**config.mk**
```make
export PLATFORM = sky130hd
export DESIGN_NAME = ram_porta_arbiter
export DESIGN_NICKNAME = d
export VERILOG_FILES = /design/src/rtl/ram_arb_pkg.sv /design/src/rtl/word_byte_sequencer.sv /design/src/rtl/ram_porta_arbiter.sv
export SDC_FILE = /design/constraint.sdc
export NUM_CORES = 1
export LEC_CHECK = 0
export CAP_MARGIN = 0
export CELL_PAD_IN_SITES_DETAIL_PLACEMENT = 2
export CELL_PAD_IN_SITES_GLOBAL_PLACEMENT = 2
export CORE_AREA = 2 2 168 170
export CTS_CLUSTER_DIAMETER = 80
export CTS_CLUSTER_SIZE = 30
export DETAILED_ROUTE_END_ITERATION = 7
export DIE_AREA = 0 0 170 172
export PLACE_DENSITY_LB_ADDON = 0.2
export SLEW_MARGIN = 20
export SYNTH_ARGS = -nofsm -noshare
export SYNTH_HDL_FRONTEND = slang
export SYNTH_SLANG_ARGS = --single-unit
```
**constraint.sdc**
```tcl
create_clock -name clk -period 5.1 [get_ports clk]
set_input_delay 1.02 -clock clk [delete_from_list [all_inputs] [get_ports clk]]
set_output_delay 1.02 -clock clk [all_outputs]
set_load 0.01 [all_outputs]
```
**src/rtl/ram_arb_pkg.sv**
```systemverilog
// Shared types and constants for the RAM port A arbiter.
// Holds the FSM state encoding, word geometry and requester ids.
package ram_arb_pkg;

  typedef enum logic [1:0] {
    IDLE,
    XFER,
    DRAIN,
    DONE
  } arb_state_t;

  localparam int BYTES_PER_WORD = 4;

  localparam logic REQ_SEL = 1'b0;
  localparam logic REQ_CPU = 1'b1;

endpackage

```
**src/rtl/word_byte_sequencer.sv**
```systemverilog
// Splits one 32-bit access into four little-endian byte accesses.
// In: active/we/base_addr/wdata/ram_readdata; out: RAM port, cap_word/cap_last.
module word_byte_sequencer
  import ram_arb_pkg::*;
#(
  parameter int ADDR_W = 19,
  parameter int RD_LAT = 1
) (
  input  logic              clk,
  input  logic              rst,
  input  logic              active,
  input  logic              we,
  input  logic [ADDR_W-1:0] base_addr,
  input  logic [31:0]       wdata,
  input  logic [7:0]        ram_readdata,
  output logic              last_byte,
  output logic [ADDR_W-1:0] ram_address,
  output logic [7:0]        ram_writedata,
  output logic              ram_write_enable,
  output logic [31:0]       cap_word,
  output logic              cap_last
);

  logic [1:0]        k;
  logic [RD_LAT-1:0] pv;
  logic [1:0]        pk [RD_LAT];
  logic [31:0]       rword;
  logic              cap_valid;

  always_ff @(posedge clk or posedge rst) begin
    if (rst) begin
      k <= '0;
    end else if (active) begin
      k <= k + 2'd1;
    end else begin
      k <= '0;
    end
  end

  assign last_byte = active && (k == 2'(BYTES_PER_WORD - 1));

  // address add is done at ADDR_W bits so it wraps at the top of RAM
  assign ram_address      = active ? base_addr + ADDR_W'(k) : '0;
  assign ram_write_enable = active && we;
  assign ram_writedata    = ram_write_enable ?
                            wdata[{k, 3'b000} +: 8] : '0;

  // read issue marker + lane index, delayed to line up with q
  always_ff @(posedge clk or posedge rst) begin
    if (rst) begin
      pv <= '0;
      for (int i = 0; i < RD_LAT; i++) pk[i] <= '0;
    end else begin
      pv[0] <= active && !we;
      pk[0] <= k;
      for (int i = 1; i < RD_LAT; i++) begin
        pv[i] <= pv[i-1];
        pk[i] <= pk[i-1];
      end
    end
  end

  assign cap_valid = pv[RD_LAT-1];
  assign cap_last  = cap_valid && (pk[RD_LAT-1] == 2'd3);

  // bytes arrive in lane order, so shifting in from the top
  // leaves byte 0 in [7:0] after the fourth capture
  assign cap_word = {ram_readdata, rword[31:8]};

  always_ff @(posedge clk or posedge rst) begin
    if (rst) begin
      rword <= '0;
    end else if (cap_valid) begin
      rword <= cap_word;
    end
  end

endmodule

```
**src/rtl/ram_porta_arbiter.sv**
```systemverilog
// Round-robin share of 8-bit RAM port A between two 32-bit requesters.
// Ports: r0_*/r1_* requester buses, ram_* port A, busy/owner status.
module ram_porta_arbiter
  import ram_arb_pkg::*;
#(
  parameter int ADDR_W = 19,
  parameter int RD_LAT = 1
) (
  input  logic              clk,
  input  logic              rst,
  input  logic              r0_req,
  input  logic              r0_we,
  input  logic [ADDR_W-1:0] r0_addr,
  input  logic [31:0]       r0_wdata,
  output logic [31:0]       r0_rdata,
  output logic              r0_done,
  input  logic              r1_req,
  input  logic              r1_we,
  input  logic [ADDR_W-1:0] r1_addr,
  input  logic [31:0]       r1_wdata,
  output logic [31:0]       r1_rdata,
  output logic              r1_done,
  output logic [ADDR_W-1:0] ram_address,
  output logic [7:0]        ram_writedata,
  output logic              ram_write_enable,
  input  logic [7:0]        ram_readdata,
  output logic              busy,
  output logic              owner
);

  arb_state_t        state, nstate;
  logic              rr_last;
  logic              lat_we;
  logic [ADDR_W-1:0] lat_addr;
  logic [31:0]       lat_wdata;
  logic              any_req, gnt;
  logic              last_byte, cap_last;
  logic [31:0]       cap_word;

  assign any_req = r0_req || r1_req;
  // on a tie the requester not served last wins
  assign gnt = (r0_req && r1_req) ? !rr_last : r1_req;

  always_comb begin
    nstate = state;
    unique case (state)
      IDLE:  if (any_req) nstate = XFER;
      XFER:  if (last_byte) nstate = lat_we ? DONE : DRAIN;
      DRAIN: if (cap_last) nstate = DONE;
      DONE:  nstate = IDLE;
      default: nstate = IDLE;
    endcase
  end

  always_ff @(posedge clk or posedge rst) begin
    if (rst) begin
      state     <= IDLE;
      owner     <= REQ_SEL;
      rr_last   <= REQ_CPU;
      lat_we    <= 1'b0;
      lat_addr  <= '0;
      lat_wdata <= '0;
    end else begin
      state <= nstate;
      if (state == IDLE && any_req) begin
        owner     <= gnt;
        rr_last   <= gnt;
        lat_we    <= gnt ? r1_we : r0_we;
        lat_addr  <= gnt ? r1_addr : r0_addr;
        lat_wdata <= gnt ? r1_wdata : r0_wdata;
      end
    end
  end

  always_ff @(posedge clk or posedge rst) begin
    if (rst) begin
      r0_rdata <= '0;
      r1_rdata <= '0;
    end else if (state == DRAIN && cap_last) begin
      if (owner == REQ_CPU) r1_rdata <= cap_word;
      else                  r0_rdata <= cap_word;
    end
  end

  assign busy    = (state != IDLE);
  assign r0_done = (state == DONE) && (owner == REQ_SEL);
  assign r1_done = (state == DONE) && (owner == REQ_CPU);

  word_byte_sequencer #(
    .ADDR_W(ADDR_W),
    .RD_LAT(RD_LAT)
  ) u_seq (
    .clk              (clk),
    .rst              (rst),
    .active           (state == XFER),
    .we               (lat_we),
    .base_addr        (lat_addr),
    .wdata            (lat_wdata),
    .ram_readdata     (ram_readdata),
    .last_byte        (last_byte),
    .ram_address      (ram_address),
    .ram_writedata    (ram_writedata),
    .ram_write_enable (ram_write_enable),
    .cap_word         (cap_word),
    .cap_last         (cap_last)
  );

endmodule

```
==> results.sh <==
export IMPL_synth_common_cells="dfrtp_1 (148), mux2_2 (78), nand2_1 (60)"
export IMPL_placed_cells=1079
export IMPL_p_switching_mw=1.662
export IMPL_antenna_found_initial=0
export IMPL_cts_buffers=17
export IMPL_sw_frac_of_total_pct=34.47
export IMPL_wl_per_cell_um=17.55
export IMPL_multiInputGateArea_um2=2865
export IMPL_place_congestion=0.7233
export IMPL_start_kind="register"
export IMPL_cts_reportedPaths_clkPinSlew_ns=0.06
export IMPL_holdBufCountCts=0
export IMPL_yosys_area_share_xor_xnor_pct=1.302
export IMPL_cp_data_required_time_ns=4.08
export IMPL_reg2reg_slack_ns=2.73
export IMPL_stdcell_count=1111
export IMPL_status="completed"
export IMPL_ios=212
export IMPL_synthSimpleGateAreaFrac_pct=8.144
export IMPL_synthArstFlopShare_pct=100.0
export IMPL_synth_seq_area_share_pct=55.43
export IMPL_fillCellCount=2890
export IMPL_antenna_cells=0
export IMPL_grt_start_max_net_pins=86
export IMPL_finalSetupTns_ns=0
export IMPL_antenna_left=0
export IMPL_grt_usage_pct=14.14
export IMPL_via_per_inst=4.463
export IMPL_die_w_um=170
export IMPL_postSynthCellCount=545
export IMPL_min_from="lat_we"
export IMPL_synthDistinctLibCells=38
export IMPL_arrival_ns=3.47
export IMPL_r2r_start="u_seq.cap_valid"
export IMPL_p_clk_share_pct=25.9
export IMPL_endpoint_kind="output port"
export IMPL_max_cap_viol_count=0
export IMPL_setup_slack_ns=0.6146
export IMPL_clk_latency_ns=0.43
export IMPL_synth_largest_area_cell="dfrtp_1"
export IMPL_muxShareOfSynthArea_pct=25.29
export IMPL_synth_nets=669
export IMPL_fin_crit_ns=4.485
export IMPL_wl_mm=19.50
export IMPL_pre_cts_ws_ns=0.9933
export IMPL_hold_ws_ns=0.4535
export IMPL_grt_pass1_vias=5794
export IMPL_fp_dieH_um=172
export IMPL_critPathKind="register to output port"
export IMPL_drtPass1Iterations=4
export IMPL_tightestPinTransition_ns=0.9948
export IMPL_ys_seq_elements=149
export IMPL_fin_skew_ns=0.01250
export IMPL_synth_top_family_by_area="multiplexers"
export IMPL_synth_most_common_cell="dfrtp_1"
export IMPL_drc_errors=0
export IMPL_dpl_hpwl_mm=14.40
export IMPL_io_buffers=211
export IMPL_cts_tree="done"
export IMPL_core_area_um2=27480
export IMPL_reg2regPathDepth=4
export IMPL_synth_edf_count=0
export IMPL_synth_compound_area_share_pct=5.764
export IMPL_whs_path_depth=1
export IMPL_synth_ff_type="dfrtp_1"
export IMPL_overflow=0
export IMPL_hold_viol=0
export IMPL_reg2reg_to="r1_rdata[11]"
export IMPL_holdCritPathClass="register to register"
export IMPL_initial_utilization_pct=24.49
export IMPL_min_period_over_period_pct=87.95
export IMPL_cts_sinks=149
export IMPL_leakage_nw=4.121
export IMPL_cts_resized_gates=0
export IMPL_drt_iter0_drc=135
export IMPL_post_cts_setup_buffers=0
export IMPL_die_area_um2=29240
export IMPL_synthToLayoutAreaGrowth_pct=46.39
export IMPL_yosys_warnings=0
export IMPL_ctsRootBufferMaster="clkbuf_16"
export IMPL_final_max_slew_viol_count=0
export IMPL_maxSlewHeadroom_pct=33.43
export IMPL_setup_viol=0
export IMPL_seqPwrFrac_pct=40.4
export IMPL_syn_area_um2=6729
export IMPL_synth_fa_ha_area_share_pct=1.599
export IMPL_ir_drop_uv=207.6
export IMPL_rows=61
export IMPL_cts_htree_levels=4
export IMPL_min_to="u_seq.cap_valid"
export IMPL_fmax_ghz=0.2229
export IMPL_drive_above_1_share_pct=17.39
export IMPL_intPower_mw=3.160
export IMPL_max_clock_path_buffers=2
export IMPL_synth_avg_cell_area_um2=12.35
export IMPL_synth_area_top_cells="dfrtp_1 (55%), mux2_2 (13%), mux2i_1 (7.9%)"
export IMPL_synth_top_area_share_pct=55.04
export IMPL_cp_max_fo=12
export IMPL_vias=4958
export IMPL_power_density_nw_per_um2=489.5
export IMPL_fin_nets=876
export IMPL_combPwrFrac_pct=33.7
export IMPL_grt_pass1_wl_mm=31.82
export IMPL_final_seq_area_um2=3730
export IMPL_rsz0062_at_grt="no"
==> logic make-up (layout without fill, tap and decap cells) <==
| kind of cell | after synthesis | in the layout |
|---|---|---|
| flops | 149 | 149 |
| fa+ha+maj | 8 | 8 |
| simple gates | 114 | 114 |
| buf+inv | 41 | 261 |
| compound gates | 74 | 74 |
| mux | 149 | 149 |
| xor+xnor | 10 | 10 |
==> through the flow <==
stage	total power [mW]	util, %	instance area (um^2)
6_report	4.822	35.85	9851
5_1_grt	5.200	35.85	9851
4_1_cts	4.933	35.85	9851
3_5_place_dp	3.646	33.72	9264
3_3_place_gp	3.565	33.72	9264
2_1_floorplan	2.830	-	6729
==> cell type report <==
class                      instances  area share, %
tap                              346          4.395
sequential                       149          37.86
inverter                          11         0.4700
multi-input combinational        355          29.09
clock inverter                    15          1.639
clock buffer                      17          4.319
timing repair buffer             218          22.23
==> worst max-delay path by stage <==
stage	endpoint	startpoint	depth (start not counted)	slack [ns]
floorplan	lat_addr[0]	rst	1	0.07
finish	ram_address[18]	u_seq.k[1]	6	0.61
global route	ram_address[18]	u_seq.k[1]	6	0.44
CTS	ram_address[18]	u_seq.k[1]	6	0.53
global placement	ram_address[18]	u_seq.k[1]	6	1.01
detailed placement	ram_address[18]	u_seq.k[1]	6	0.99
==> state kept, by name, indices dropped and copies added (netlist names) <==
name,flops
lat_wdata,32
r1_rdata,32
lat_addr,19
owner,1
r0_rdata,32
rr_last,1
u_seq.k,2
u_seq.cap_valid,1
u_seq.pk,2
lat_we,1
u_seq.rword,24
state,2
==> layout by cell type (no fill, tap or decap), types with 9 or more instances in the layout <==
master,Yosys,layout
clkdlybuf4s50_1,0,211
dfrtp_1,148,148
mux2_2,78,78
nand2_1,60,60
o21ai_0,59,59
mux2i_1,53,53
clkbuf_16,0,17
nor2_1,16,16
and2_1,11,11
mux2_1,10,10
inv_1,10,9
==> worst max-delay path, cell delays in order (launching register included) <==
cell             delay (ns)
dfrtp_1                0.68
inv_1                  0.13
fa_1                   0.53
or4_4                  0.61
or3_1                  0.37
a21oi_1                0.16
clkdlybuf4s50_1        0.57
==> power groups by stage <==
stage	logic [mW]	clock network, mW	registers (mW)
CTS	1.67	1.29	1.97
global placement	1.61	0	1.95
finish	1.62	1.25	1.95
detailed placement	1.66	0	1.98
global route	1.83	1.34	2.03
floorplan	0.968	0	1.86
==> layer usage <==
metal  track usage (%)  vias up  routed length (um)  part of all wire [%]
met5                 0        -                   0                     0
met2             24.44      148                9642                    49
met1             17.76     2473                8597                    44
li1                  -     2322                   -                     -
met4             3.567        0                 218                   1.1
met3             3.525       15                1042                   5.3
No activity file was read; power rests on OpenSTA's default activity.
